`src/rtl/sram_note_loader.sv`:
```
`default_nettype none
// ============================================================================
// Module      : sram_note_loader
// Description : Writer side of the note-program SRAM interface. Assembles
//               little-endian 16-bit note words from an incoming byte stream
//               and writes them to external SRAM starting at address 0.
//               The load ends after the terminator word is written or when
//               the last SRAM address has been used.
// Revision    : 1.0 - initial release
// ============================================================================
module sram_note_loader #(
    parameter int          ADDR_W    = 18,
    parameter int          WE_CYCLES = 2,
    parameter logic [15:0] END_WORD  = 16'hFFFF
) (
    input  logic              CLK,
    input  logic              RST,
    input  logic              start,
    input  logic [7:0]        in_data,
    input  logic              in_valid,
    output logic              in_ready,
    output logic              SRAM_WE,
    output logic              SRAM_CE,
    output logic              SRAM_OE,
    output logic              SRAM_LB,
    output logic              SRAM_UB,
    output logic [ADDR_W-1:0] SRAM_A,
    output logic [15:0]       SRAM_DQ_OUT,
    output logic              SRAM_DQ_OE,
    output logic              busy,
    output logic              done,
    output logic              overflow,
    output logic [ADDR_W:0]   word_count
);

    // Write-pulse counter is sized to hold WE_CYCLES-1 (at least one bit).
    localparam int                 c_CNT_W    = (WE_CYCLES > 1) ? $clog2(WE_CYCLES) : 1;
    localparam logic [c_CNT_W-1:0] c_CNT_INIT = c_CNT_W'(WE_CYCLES - 1);

    localparam logic [2:0] c_IDLE  = 3'd0;
    localparam logic [2:0] c_LO    = 3'd1;
    localparam logic [2:0] c_HI    = 3'd2;
    localparam logic [2:0] c_SETUP = 3'd3;
    localparam logic [2:0] c_WRITE = 3'd4;
    localparam logic [2:0] c_HOLD  = 3'd5;
    localparam logic [2:0] c_DONE  = 3'd6;

    logic [2:0]         r_state;
    logic [c_CNT_W-1:0] r_cnt;
    logic [7:0]         r_lo;
    logic               r_in_ready;
    logic               r_we;
    logic               r_ce;
    logic               r_oe;
    logic               r_lb;
    logic               r_ub;
    logic [ADDR_W-1:0]  r_sram_a;
    logic [15:0]        r_dq_out;
    logic               r_dq_oe;
    logic               r_busy;
    logic               r_done;
    logic               r_overflow;
    logic [ADDR_W:0]    r_word_count;

    logic               w_xfer;

    assign w_xfer = in_valid & r_in_ready;

    // Loader FSM: every bus and status output is a register updated here.
    // SRAM_A doubles as the write pointer; it only moves after HOLD, when
    // WE is already high again.
    always_ff @(posedge CLK) begin
        if (RST) begin
            r_state      <= c_IDLE;
            r_cnt        <= '0;
            r_lo         <= '0;
            r_in_ready   <= 1'b0;
            r_we         <= 1'b1;
            r_ce         <= 1'b1;
            r_oe         <= 1'b1;
            r_lb         <= 1'b1;
            r_ub         <= 1'b1;
            r_sram_a     <= '0;
            r_dq_out     <= '0;
            r_dq_oe      <= 1'b0;
            r_busy       <= 1'b0;
            r_done       <= 1'b0;
            r_overflow   <= 1'b0;
            r_word_count <= '0;
        end else begin
            r_oe <= 1'b1;
            case (r_state)
                c_IDLE, c_DONE: begin
                    if (start) begin
                        r_sram_a     <= '0;
                        r_word_count <= '0;
                        r_done       <= 1'b0;
                        r_overflow   <= 1'b0;
                        r_busy       <= 1'b1;
                        r_in_ready   <= 1'b1;
                        r_state      <= c_LO;
                    end
                end
                c_LO: begin
                    if (w_xfer) begin
                        r_lo    <= in_data;
                        r_state <= c_HI;
                    end
                end
                c_HI: begin
                    // Second byte completes the word: present address/data
                    // and select the chip while WE is still high.
                    if (w_xfer) begin
                        r_dq_out   <= {in_data, r_lo};
                        r_dq_oe    <= 1'b1;
                        r_ce       <= 1'b0;
                        r_lb       <= 1'b0;
                        r_ub       <= 1'b0;
                        r_in_ready <= 1'b0;
                        r_state    <= c_SETUP;
                    end
                end
                c_SETUP: begin
                    r_we    <= 1'b0;
                    r_cnt   <= c_CNT_INIT;
                    r_state <= c_WRITE;
                end
                c_WRITE: begin
                    if (r_cnt == '0) begin
                        r_we         <= 1'b1;
                        r_word_count <= r_word_count + (ADDR_W+1)'(1);
                        r_state      <= c_HOLD;
                    end else begin
                        r_cnt <= r_cnt - c_CNT_W'(1);
                    end
                end
                c_HOLD: begin
                    if (r_dq_out == END_WORD) begin
                        r_ce    <= 1'b1;
                        r_lb    <= 1'b1;
                        r_ub    <= 1'b1;
                        r_dq_oe <= 1'b0;
                        r_busy  <= 1'b0;
                        r_done  <= 1'b1;
                        r_state <= c_DONE;
                    end else if (r_sram_a == {ADDR_W{1'b1}}) begin
                        r_ce       <= 1'b1;
                        r_lb       <= 1'b1;
                        r_ub       <= 1'b1;
                        r_dq_oe    <= 1'b0;
                        r_busy     <= 1'b0;
                        r_done     <= 1'b1;
                        r_overflow <= 1'b1;
                        r_state    <= c_DONE;
                    end else begin
                        r_ce       <= 1'b1;
                        r_lb       <= 1'b1;
                        r_ub       <= 1'b1;
                        r_dq_oe    <= 1'b0;
                        r_sram_a   <= r_sram_a + ADDR_W'(1);
                        r_in_ready <= 1'b1;
                        r_state    <= c_LO;
                    end
                end
                default: begin
                    r_state <= c_IDLE;
                end
            endcase
        end
    end

    assign in_ready    = r_in_ready;
    assign SRAM_WE     = r_we;
    assign SRAM_CE     = r_ce;
    assign SRAM_OE     = r_oe;
    assign SRAM_LB     = r_lb;
    assign SRAM_UB     = r_ub;
    assign SRAM_A      = r_sram_a;
    assign SRAM_DQ_OUT = r_dq_out;
    assign SRAM_DQ_OE  = r_dq_oe;
    assign busy        = r_busy;
    assign done        = r_done;
    assign overflow    = r_overflow;
    assign word_count  = r_word_count;

endmodule
`default_nettype wire

```
`config.mk`:
```
export PLATFORM = sky130hd
export DESIGN_NAME = sram_note_loader
export DESIGN_NICKNAME = d
export VERILOG_FILES = /design/src/rtl/sram_note_loader.sv
export SDC_FILE = /design/constraint.sdc
export NUM_CORES = 1
export LEC_CHECK = 0
export CAP_MARGIN = 20
export CORE_UTILIZATION = 46
export CTS_CLUSTER_SIZE = 16
export DETAILED_ROUTE_END_ITERATION = 8
export HOLD_SLACK_MARGIN = 0.15
export PLACE_DENSITY = 0.76
export SLEW_MARGIN = 5
export SYNTH_ARGS = -nofsm -noshare
export SYNTH_HDL_FRONTEND = slang
export SYNTH_SLANG_ARGS = --single-unit
```
`constraint.sdc`:
```
create_clock -name CLK -period 2 [get_ports CLK]
set_input_delay 0.3 -clock CLK [delete_from_list [all_inputs] [get_ports CLK]]
set_output_delay 0.3 -clock CLK [all_outputs]
set_load 0.02 [all_outputs]
```
==> results of run 1 <==
==> power by group <==
group          switching [uW]  internal, uW
clock                     549           768
combinational             136           103
sequential               12.4          1450
==> critical path, stage by stage, from the launching register on <==
cell and delay [ns]:
dfxtp_1 0.33, ha_1 0.23, nand2_2 0.15, nor4_2 0.09, buf_4 0.16, a2bb2o_4 0.26, or4_1 0.50, a21oi_1 0.15
==> per-stage QoR <==
stage | utilization, % | area [um^2] | std cells | hold slack (ns)
floorplan | - | 3460 | 402 | 0.431
global placement | 62.8 | 4560 | 593 | 0.442
detailed placement | 62.8 | 4560 | 593 | 0.446
CTS | 66.2 | 4800 | 609 | 0.456
global route | 66.9 | 4850 | 611 | 0.483
finish | 66.9 | 4850 | 612 | 0.453
==> worst paths after layout <==
kind                            cells past startpoint              to       from  slack, ns
worst max-delay path                                7      SRAM_A[15]  SRAM_A[0]       0.06
worst min register to register                      2  SRAM_DQ_OUT[4]    r_lo[4]       0.45
worst min-delay path                                2  SRAM_DQ_OUT[4]    r_lo[4]       0.45
worst max register to register                      7      SRAM_A[15]  SRAM_A[0]       0.06
==> layer usage <==
layer / vias to the layer above / track usage (%) / wire, um
met5: - / 0 / 0
met4: 0 / 12.3 / 213
met3: 23 / 5.32 / 433
met1: 1629 / 30.0 / 4040
met2: 99 / 37.6 / 4420
li1: 1670 / - / -
==> cell type report <==
| type | count | area share [%] |
|---|---|---|
| diodes | 1 | 0.0516 |
| clock buffers | 11 | 3.12 |
| clock inverters | 5 | 1.62 |
| inverters | 7 | 0.542 |
| multi-input cells | 297 | 39.1 |
| flip-flops and latches | 72 | 29.7 |
| well taps | 99 | 2.55 |
| repair buffers | 120 | 23.2 |
==> sequential cells by signal, indices dropped and copies added (netlist names), 3 cells and up <==
register,count
r_state,3
SRAM_DQ_OUT,16
word_count,19
r_lo,8
SRAM_A,18
==> cells in the mapped netlist, types with 5 or more instances <==
cell type  number
a211oi_1        9
a21oi_1        33
a31oi_1         7
and3_1          5
buf_2           7
clkbuf_1       11
dfxtp_1        72
inv_1           7
mux2i_1        14
nand2_1        67
nand2b_1        7
nand3_1        17
nand4_1        10
nor2_1         31
nor3_1          6
o21ai_0        10
or4_1           5
xnor2_1        11
==> logic make-up (layout without fill, tap and decap cells) <==
logic type | Yosys count | count (layout) | synth area share [%]
other | 1 | 2 | 0.108
xor gates and xnor gates | 11 | 11 | 2.79
and+or+nand+nor | 175 | 175 | 25.4
muxes | 14 | 14 | 4.05
AOI/OAI and AO/OA | 94 | 94 | 20.5
DFF | 72 | 72 | 41.7
buffers and inverters | 33 | 143 | 4.71
adders and majority gates | 2 | 2 | 0.724
==> repair_timing <==
item,in CTS,in global routing
resized for setup,1,9
hold buffers,0,0
setup buffers,0,2
endpoints found under the setup margin,4,19
pin swaps,0,4
==> impl_metrics.yaml, run 1 <==
global_route:
  antenna_found_initial: 0
  grt_use_total_pct: 23.6
  grt_pass1_wl_mm: 14.4
  grt_pass1_vias: 3078
  overflow: 0
  grt_max_degree: 35
power_and_ir_drop:
  total_power_uw: 3010
  power_per_cell_area_nw_per_um2: 621
  p_leak_uw: 0.00173
  ir_drop_uv: 386
synthesis:
  synth_cell_types: 57
  synthesis.nets: 416
  synth_ff_type: "dfxtp_1"
  synth_warnings: 0
  synth_edf_count: 0
  async_flop_share_pct: 0
  ys_ff_latch: 72
  syn-instance-count: 402
  seq_area_frac_synth_pct: 41.7
  yosys.area.top_type: "dfxtp_1"
  synth_top_area_share_pct: 41.7
  synth.area.top_cells: "dfxtp_1 42%, nand2_1 7.3%, a21oi_1 4.8%, mux2i_1 4.1%, nor2_1 3.4%"
  syn_area_um2: 3460
  postSynthAreaPerCell_um2: 8.60
timing:
  fin_crit_ns: 1.94
  fin_crit_sh_pct: 96.8
  setup-tns-final_ns: 0
  fmax_ghz: 0.516
  grt_setup_unrepaired: "true"
  tightest_slew_ns: 0.600
  slew_violations: 0
  hold_viol: 0
  setup_viol: 0
  slew-limit-headroom_pct: 60.0
  skew_ns: 0.0143
  finalWorstSetupSlack_ns: 0.0632
cells_and_area:
  final_nets: 521
  register_area_um2: 1440
  areaGrowthSynthToFinish_pct: 40.4
  final_cell_mix: "72 x clkdlybuf4s50_1, 71 x dfxtp_1, 66 x nand2_1"
  drive_above_1_share_pct: 17.0
  multiInputGateArea_um2: 1900
  final_common_cell: "clkdlybuf4s50_1"
  fillers: 615
die:
  die_y_um: 88.7
  die_area_um2: 7870
  ios: 75
  initial_core_util_pct: 47.7
  num_rows: 31
  core_um2: 7250
  dieWidth_um: 88.7
worst_setup_path:
  crit_path_end_kind: "register"
  start_kind: "register"
  crit_type: "register to register"
  crit_required_ns: 2.29
  worst-path-max-fanout: 15
  cp.arrival_ns: 2.23
routing:
  drc: 0
  routed_wl_mm: 9.10
  vias: 3421
  drt-wirelength-per-cell_um: 14.9
  final_antenna_net_count: 0
  dr.first_iter.drc_count: 165
  firstDrtPassIters: 4
  viasPerCell: 5.59
place:
  portBuffers: 73
  gp_congestion: 0.873
  dpl.hpwl_mm: 6.30
  dp_worst_setup_slack_ns: -0.324
worst_hold_path:
  hp-class: "register to register"
run:
  drv_cap: 0
clock_network:
  clock_latency_ns: 0.36
  clock-sinks: 72
  cts_max_level: 3
  cts.clk_slew.worst_paths_ns: 0.08
  cts_tree: "yes"
  cts_buffers: 9
  ctsRootBufferMaster: "clkbuf_8"
  clockBufferDepth: 2
status:
  status: "finished, final reports clean"
(Power assumes the default switching activity.)
==> inputs of run 2 (changes only) <==
--- a/config.mk
+++ b/config.mk
@@ -6,11 +6,13 @@
 export NUM_CORES = 1
 export LEC_CHECK = 0
 export CAP_MARGIN = 20
-export CORE_UTILIZATION = 46
+export CELL_PAD_IN_SITES_DETAIL_PLACEMENT = 2
+export CELL_PAD_IN_SITES_GLOBAL_PLACEMENT = 2
+export CORE_UTILIZATION = 30
 export CTS_CLUSTER_SIZE = 16
 export DETAILED_ROUTE_END_ITERATION = 8
 export HOLD_SLACK_MARGIN = 0.15
-export PLACE_DENSITY = 0.76
+export PLACE_DENSITY_LB_ADDON = 0.1
 export SLEW_MARGIN = 5
 export SYNTH_ARGS = -nofsm -noshare
 export SYNTH_HDL_FRONTEND = slang
==> constraint.sdc (replaced) <==
create_clock -name CLK -period 1.9 [get_ports CLK]
set_input_delay 0.285 -clock CLK [delete_from_list [all_inputs] [get_ports CLK]]
set_output_delay 0.285 -clock CLK [all_outputs]
set_load 0.02 [all_outputs]
==> impl_metrics.yaml, run 2 (synthesis gave the netlist of run 1 again) <==
global_route:
  overflow: 0
  grt_max_degree: 30
  grt_use_total_pct: 23.0
  antenna_found_initial: 0
  grt_pass1_vias: 4010
  grt_pass1_wl_mm: 20.7
power_and_ir_drop:
  p_leak_uw: 0.00200
  ir_drop_uv: 525
  power_per_cell_area_nw_per_um2: 685
place:
  portBuffers: 73
  dp_worst_setup_slack_ns: -0.439
  dpl.hpwl_mm: 9.11
  gp_congestion: 0.770
  dp.cells: 676
die:
  num_rows: 38
  die_y_um: 109
  dieWidth_um: 109
  initial_core_util_pct: 31.3
  core_um2: 11000
  ios: 75
  die_area_um2: 12000
cells_and_area:
  multiInputGateArea_um2: 2000
  final_cell_mix: "89 x buf_4, 72 x clkdlybuf4s50_1, 65 x nand2_1"
  drive_above_1_share_pct: 28.1
  final_common_cell: "buf_4"
  antenna_cells: 0
  final_nets: 568
  register_area_um2: 1450
  final_cells: 698
  fillers: 1177
  largest_reg_flops: 19
  areaGrowthSynthToFinish_pct: 57.3
worst_hold_path:
  hp-class: "register to register"
  hold_start: "r_lo[0]"
worst_setup_path:
  slowest_stage: "dfxtp_1"
  crit_required_ns: 2.18
  r2r-start: "r_state[2]"
  worst_path_most_repeated_cell: "buf_4"
  crit_path_end_kind: "register"
  cpPeakStageDelay_ns: 0.34
  startpoint: "r_state[2]"
  worstPathCellList: "buf_4 -> nand2b_1 -> o221ai_4 -> nand2_2 -> a211oi_2 -> buf_4 -> mux2i_1"
  start_kind: "register"
  cp.arrival_ns: 2.24
  worst-path-max-fanout: 11
  crit_type: "register to register"
clock_network:
  cts_max_level: 3
  cts.clk_slew.worst_paths_ns: 0.06
  clockBufferDepth: 2
  clock_latency_ns: 0.35
  holdBufCountCts: 0
  clock-sinks: 72
  cts_buffers: 9
  cts_tree: "yes"
  ctsRootBufferMaster: "clkbuf_16"
routing:
  drc: 0
  final_antenna_net_count: 0
  viasPerCell: 5.33
  vias: 3720
  routed_wl_mm: 14.2
  drt-wirelength-per-cell_um: 20.3
  dr.first_iter.drc_count: 133
  firstDrtPassIters: 4
timing:
  setup-tns-final_ns: -0.246
  setup_viol: 7
  finalWorstSetupSlack_ns: -0.0676
  fin_crit_ns: 1.97
  fmax_ghz: 0.508
  grt_setup_unrepaired: "true"
  slew_violations: 0
  fin_crit_sh_pct: 104
  skew_ns: 0.00746
  hold_viol: 0
run:
  drv_cap: 0
status:
  violations: "setup timing"
  status: "complete, but fails checks"
==> run 2: per-layer routing <==
layer / track usage, % / routed length [um] / vias up / part of all wire, %
met5: 0 / 0 / - / 0
met4: 7.05 / 222 / 0 / 1.6
met3: 5.99 / 472 / 19 / 3.3
met2: 42.5 / 7540 / 62 / 53
met1: 25.5 / 5940 / 1879 / 42
li1: - / - / 1760 / -
==> run 2: critical path: cells and delay by family, from the launching register on <==
| family | cells | cell delay [ns] |
|---|---|---|
| AO/OA/AOI/OAI | 2 | 0.63 |
| buffers and inverters | 2 | 0.37 |
| flip-flops | 1 | 0.34 |
| multiplexers | 1 | 0.18 |
| AND/OR/NAND/NOR | 2 | 0.37 |
==> run 2: worst paths after layout <==
kind	slack, ns	cells after the start	end
worst min register to register	0.45	2	SRAM_DQ_OUT[0]
worst min-delay path	0.45	2	SRAM_DQ_OUT[0]
worst max-delay path	-0.07	7	SRAM_A[12]
worst max register to register	-0.07	7	SRAM_A[12]
==> run 2: final cells by class <==
cell class	instances	area share, %
clock buffer	12	4.72
inverter	7	0.483
clock inverter	3	1.20
timing repair buffer	167	27.0
tap	140	3.22
multi-input combinational	297	36.7
sequential	72	26.7
==> run 2: report_power, final <==
group | switching, uW | leakage [uW] | total, uW | internal (uW)
combinational | 175 | 0.00126 | 305 | 130
clock | 669 | 0.000159 | 1880 | 1210
sequential | 12.8 | 0.000585 | 1540 | 1520
total | 857 | 0.00200 | 3720 | 2860
==> run 2: per-stage QoR <==
step                      power [uW]  hold slack (ns)  cell area [um^2]  utilization [%]
final                           3720            0.454              5440             49.3
after global routing            3840            0.484              5440             49.3
after CTS                       3740            0.465              5310             48.2
after detailed placement        1840            0.457              4900             44.5
after global placement          1830            0.441              4900             44.5
after floorplan                 1710            0.421              3460                -
==> run 2: what timing repair did <==
action / CTS / global route
buffers inserted: 4 / 3
endpoints found under the setup margin: 23 / 35
pin swaps: 5 / 5
resized for setup: 14 / 26
==> inputs of run 3 (changes only) <==
--- a/config.mk
+++ b/config.mk
@@ -8,12 +8,11 @@
 export CAP_MARGIN = 20
 export CELL_PAD_IN_SITES_DETAIL_PLACEMENT = 2
 export CELL_PAD_IN_SITES_GLOBAL_PLACEMENT = 2
-export CORE_UTILIZATION = 30
+export CORE_UTILIZATION = 32
 export CTS_CLUSTER_SIZE = 16
 export DETAILED_ROUTE_END_ITERATION = 8
 export HOLD_SLACK_MARGIN = 0.15
 export PLACE_DENSITY_LB_ADDON = 0.1
-export SLEW_MARGIN = 5
 export SYNTH_ARGS = -nofsm -noshare
 export SYNTH_HDL_FRONTEND = slang
 export SYNTH_SLANG_ARGS = --single-unit
==> constraint.sdc (replaced) <==
create_clock -name CLK -period 2.5 [get_ports CLK]
set_input_delay 0.375 -clock CLK [delete_from_list [all_inputs] [get_ports CLK]]
set_output_delay 0.375 -clock CLK [all_outputs]
set_load 0.02 [all_outputs]
==> impl_metrics.yaml, run 3 (synthesis gave the netlist of run 1 again) <==
cells_and_area:
  final_cells: 622
  final_nets: 495
  antenna_cells: 0
  final_cell_mix: "73 x clkdlybuf4s50_1, 72 x dfxtp_1, 67 x nand2_1"
  final_common_cell: "clkdlybuf4s50_1"
  areaGrowthSynthToFinish_pct: 34.6
  largest_reg_flops: 19
  drive_above_1_share_pct: 11.3
global_route:
  grt-busiest-layer: "met2"
  grt_use_met3_pct: 3.19
  overflow: 0
  antenna_found_initial: 0
  grt_use_total_pct: 20.8
  grt_pass1_vias: 3546
  grt_util_met1_pct: 24.9
  grt_pass1_wl_mm: 18.3
  grt_max_degree: 37
  met2_usage_pct: 37.0
power_and_ir_drop:
  p_int_uw: 2010
  power.switching_uw: 585
  netSwitchingFraction_pct: 22.5
  p_leak_uw: 0.00155
  ir_drop_uv: 202
  pwr-share-comb_pct: 7.1
  total_power_uw: 2600
  power_frac_clock_pct: 48.1
  seqPwrFrac_pct: 44.8
  power_per_cell_area_nw_per_um2: 558
die:
  core_um2: 10400
  num_rows: 37
  die_y_um: 106
  dieWidth_um: 106
  ios: 75
  die_area_um2: 11200
  initial_core_util_pct: 33.2
clock_network:
  cts_tree: "yes"
  cts.repair.resized: 0
  clock_latency_ns: 0.36
  holdBufCountCts: 0
  ctsRootBufferMaster: "clkbuf_8"
  clock-sinks: 72
  cts_buffers: 9
  cts.clk_slew.worst_paths_ns: 0.08
  clockBufferDepth: 2
  postCtsSetupBuffers: 0
  cts_max_level: 3
timing:
  fin_crit_sh_pct: 87.1
  hold_viol: 0
  fmax_ghz: 0.459
  grt_setup_unrepaired: "false"
  slew-limit-headroom_pct: 55.7
  skew_ns: 0.0100
  setup-tns-final_ns: 0
  tightest_slew_ns: 0.663
  setup_viol: 0
  slew_violations: 0
  finalWorstSetupSlack_ns: 0.323
  holdWs_ns: 0.458
  fin_crit_ns: 2.18
routing:
  viasPerCell: 5.34
  dr.first_iter.drc_count: 82
  drt-wirelength-per-cell_um: 17.8
  vias: 3323
  routed_wl_mm: 11.0
  firstDrtPassIters: 4
  final_antenna_net_count: 0
  drc: 0
run:
  drv_cap: 0
worst_hold_path:
  hp-class: "register to register"
  hold_start: "r_lo[1]"
place:
  gp_congestion: 0.750
  dp_worst_setup_slack_ns: -0.00690
  portBuffers: 73
  dp.cells: 606
  dpl.hpwl_mm: 8.09
worst_setup_path:
  crit_type: "register to register"
  crit_path_end_kind: "register"
  startpoint: "SRAM_A[0]"
  worst-path-max-fanout: 6
  r2r-start: "SRAM_A[0]"
  cp.arrival_ns: 2.44
  crit_required_ns: 2.77
  start_kind: "register"
status:
  status: "finished, final reports clean"
-- run 3: cell count changes in the layout (fill, tap and decap cells not counted), sizes merged --
cell           before  now
buf                94   21
bufinv              2    4
clkbuf             12   10
clkdlybuf4s50      72   73
clkinv              1    2
dlygate4sd2         1    0
-- run 3: metal layers --
| layer | part of all wire [%] | vias to the layer above |
|---|---|---|
| met4 | 1.9 | 0 |
| li1 | - | 1605 |
| met3 | 2.7 | 16 |
| met5 | 0 | - |
| met2 | 51 | 54 |
| met1 | 44 | 1648 |
-- run 3: stage by stage --
| stage | instance area (um^2) | util [%] |
|---|---|---|
| after floorplan | 3460 | - |
| after global placement | 4390 | 42.1 |
| after detailed placement | 4390 | 42.1 |
| after CTS | 4650 | 44.7 |
| after global routing | 4650 | 44.7 |
| final | 4650 | 44.7 |
-- run 3: worst max-delay path, stage by stage (launching register included) --
cell and delay (ns):
dfxtp_1 0.43, ha_1 0.28, nand2_1 0.13, nor4_1 0.49, a2bb2oi_1 0.32, o311a_1 0.22, a211oi_1 0.22
-- run 3: worst paths after layout --
path	end	slack, ns	cells past startpoint
setup / recovery	r_state[1]	0.32	6
hold / removal	SRAM_DQ_OUT[1]	0.46	2
setup reg to reg	r_state[1]	0.32	6
hold reg to reg	SRAM_DQ_OUT[1]	0.46	2
-- run 3: cell type report --
| type | instances | area [um^2] |
|---|---|---|
| inverter | 7 | 26.3 |
| clock inverter | 6 | 130 |
| sequential | 72 | 1440 |
| tap | 136 | 170 |
| timing repair buffer | 94 | 888 |
| clock buffer | 10 | 138 |
| multi-input combinational | 297 | 1860 |
| fill | 1168 | 5760 |
-- run 3: power by group through the flow --
| stage | Sequential, uW | Combinational [uW] | Clock, uW |
|---|---|---|---|
| after floorplan | 1190 | 107 | 0 |
| after global placement | 1190 | 179 | 0 |
| after detailed placement | 1190 | 184 | 0 |
| after CTS | 1160 | 186 | 1280 |
| after global routing | 1170 | 201 | 1330 |
| final | 1160 | 184 | 1250 |
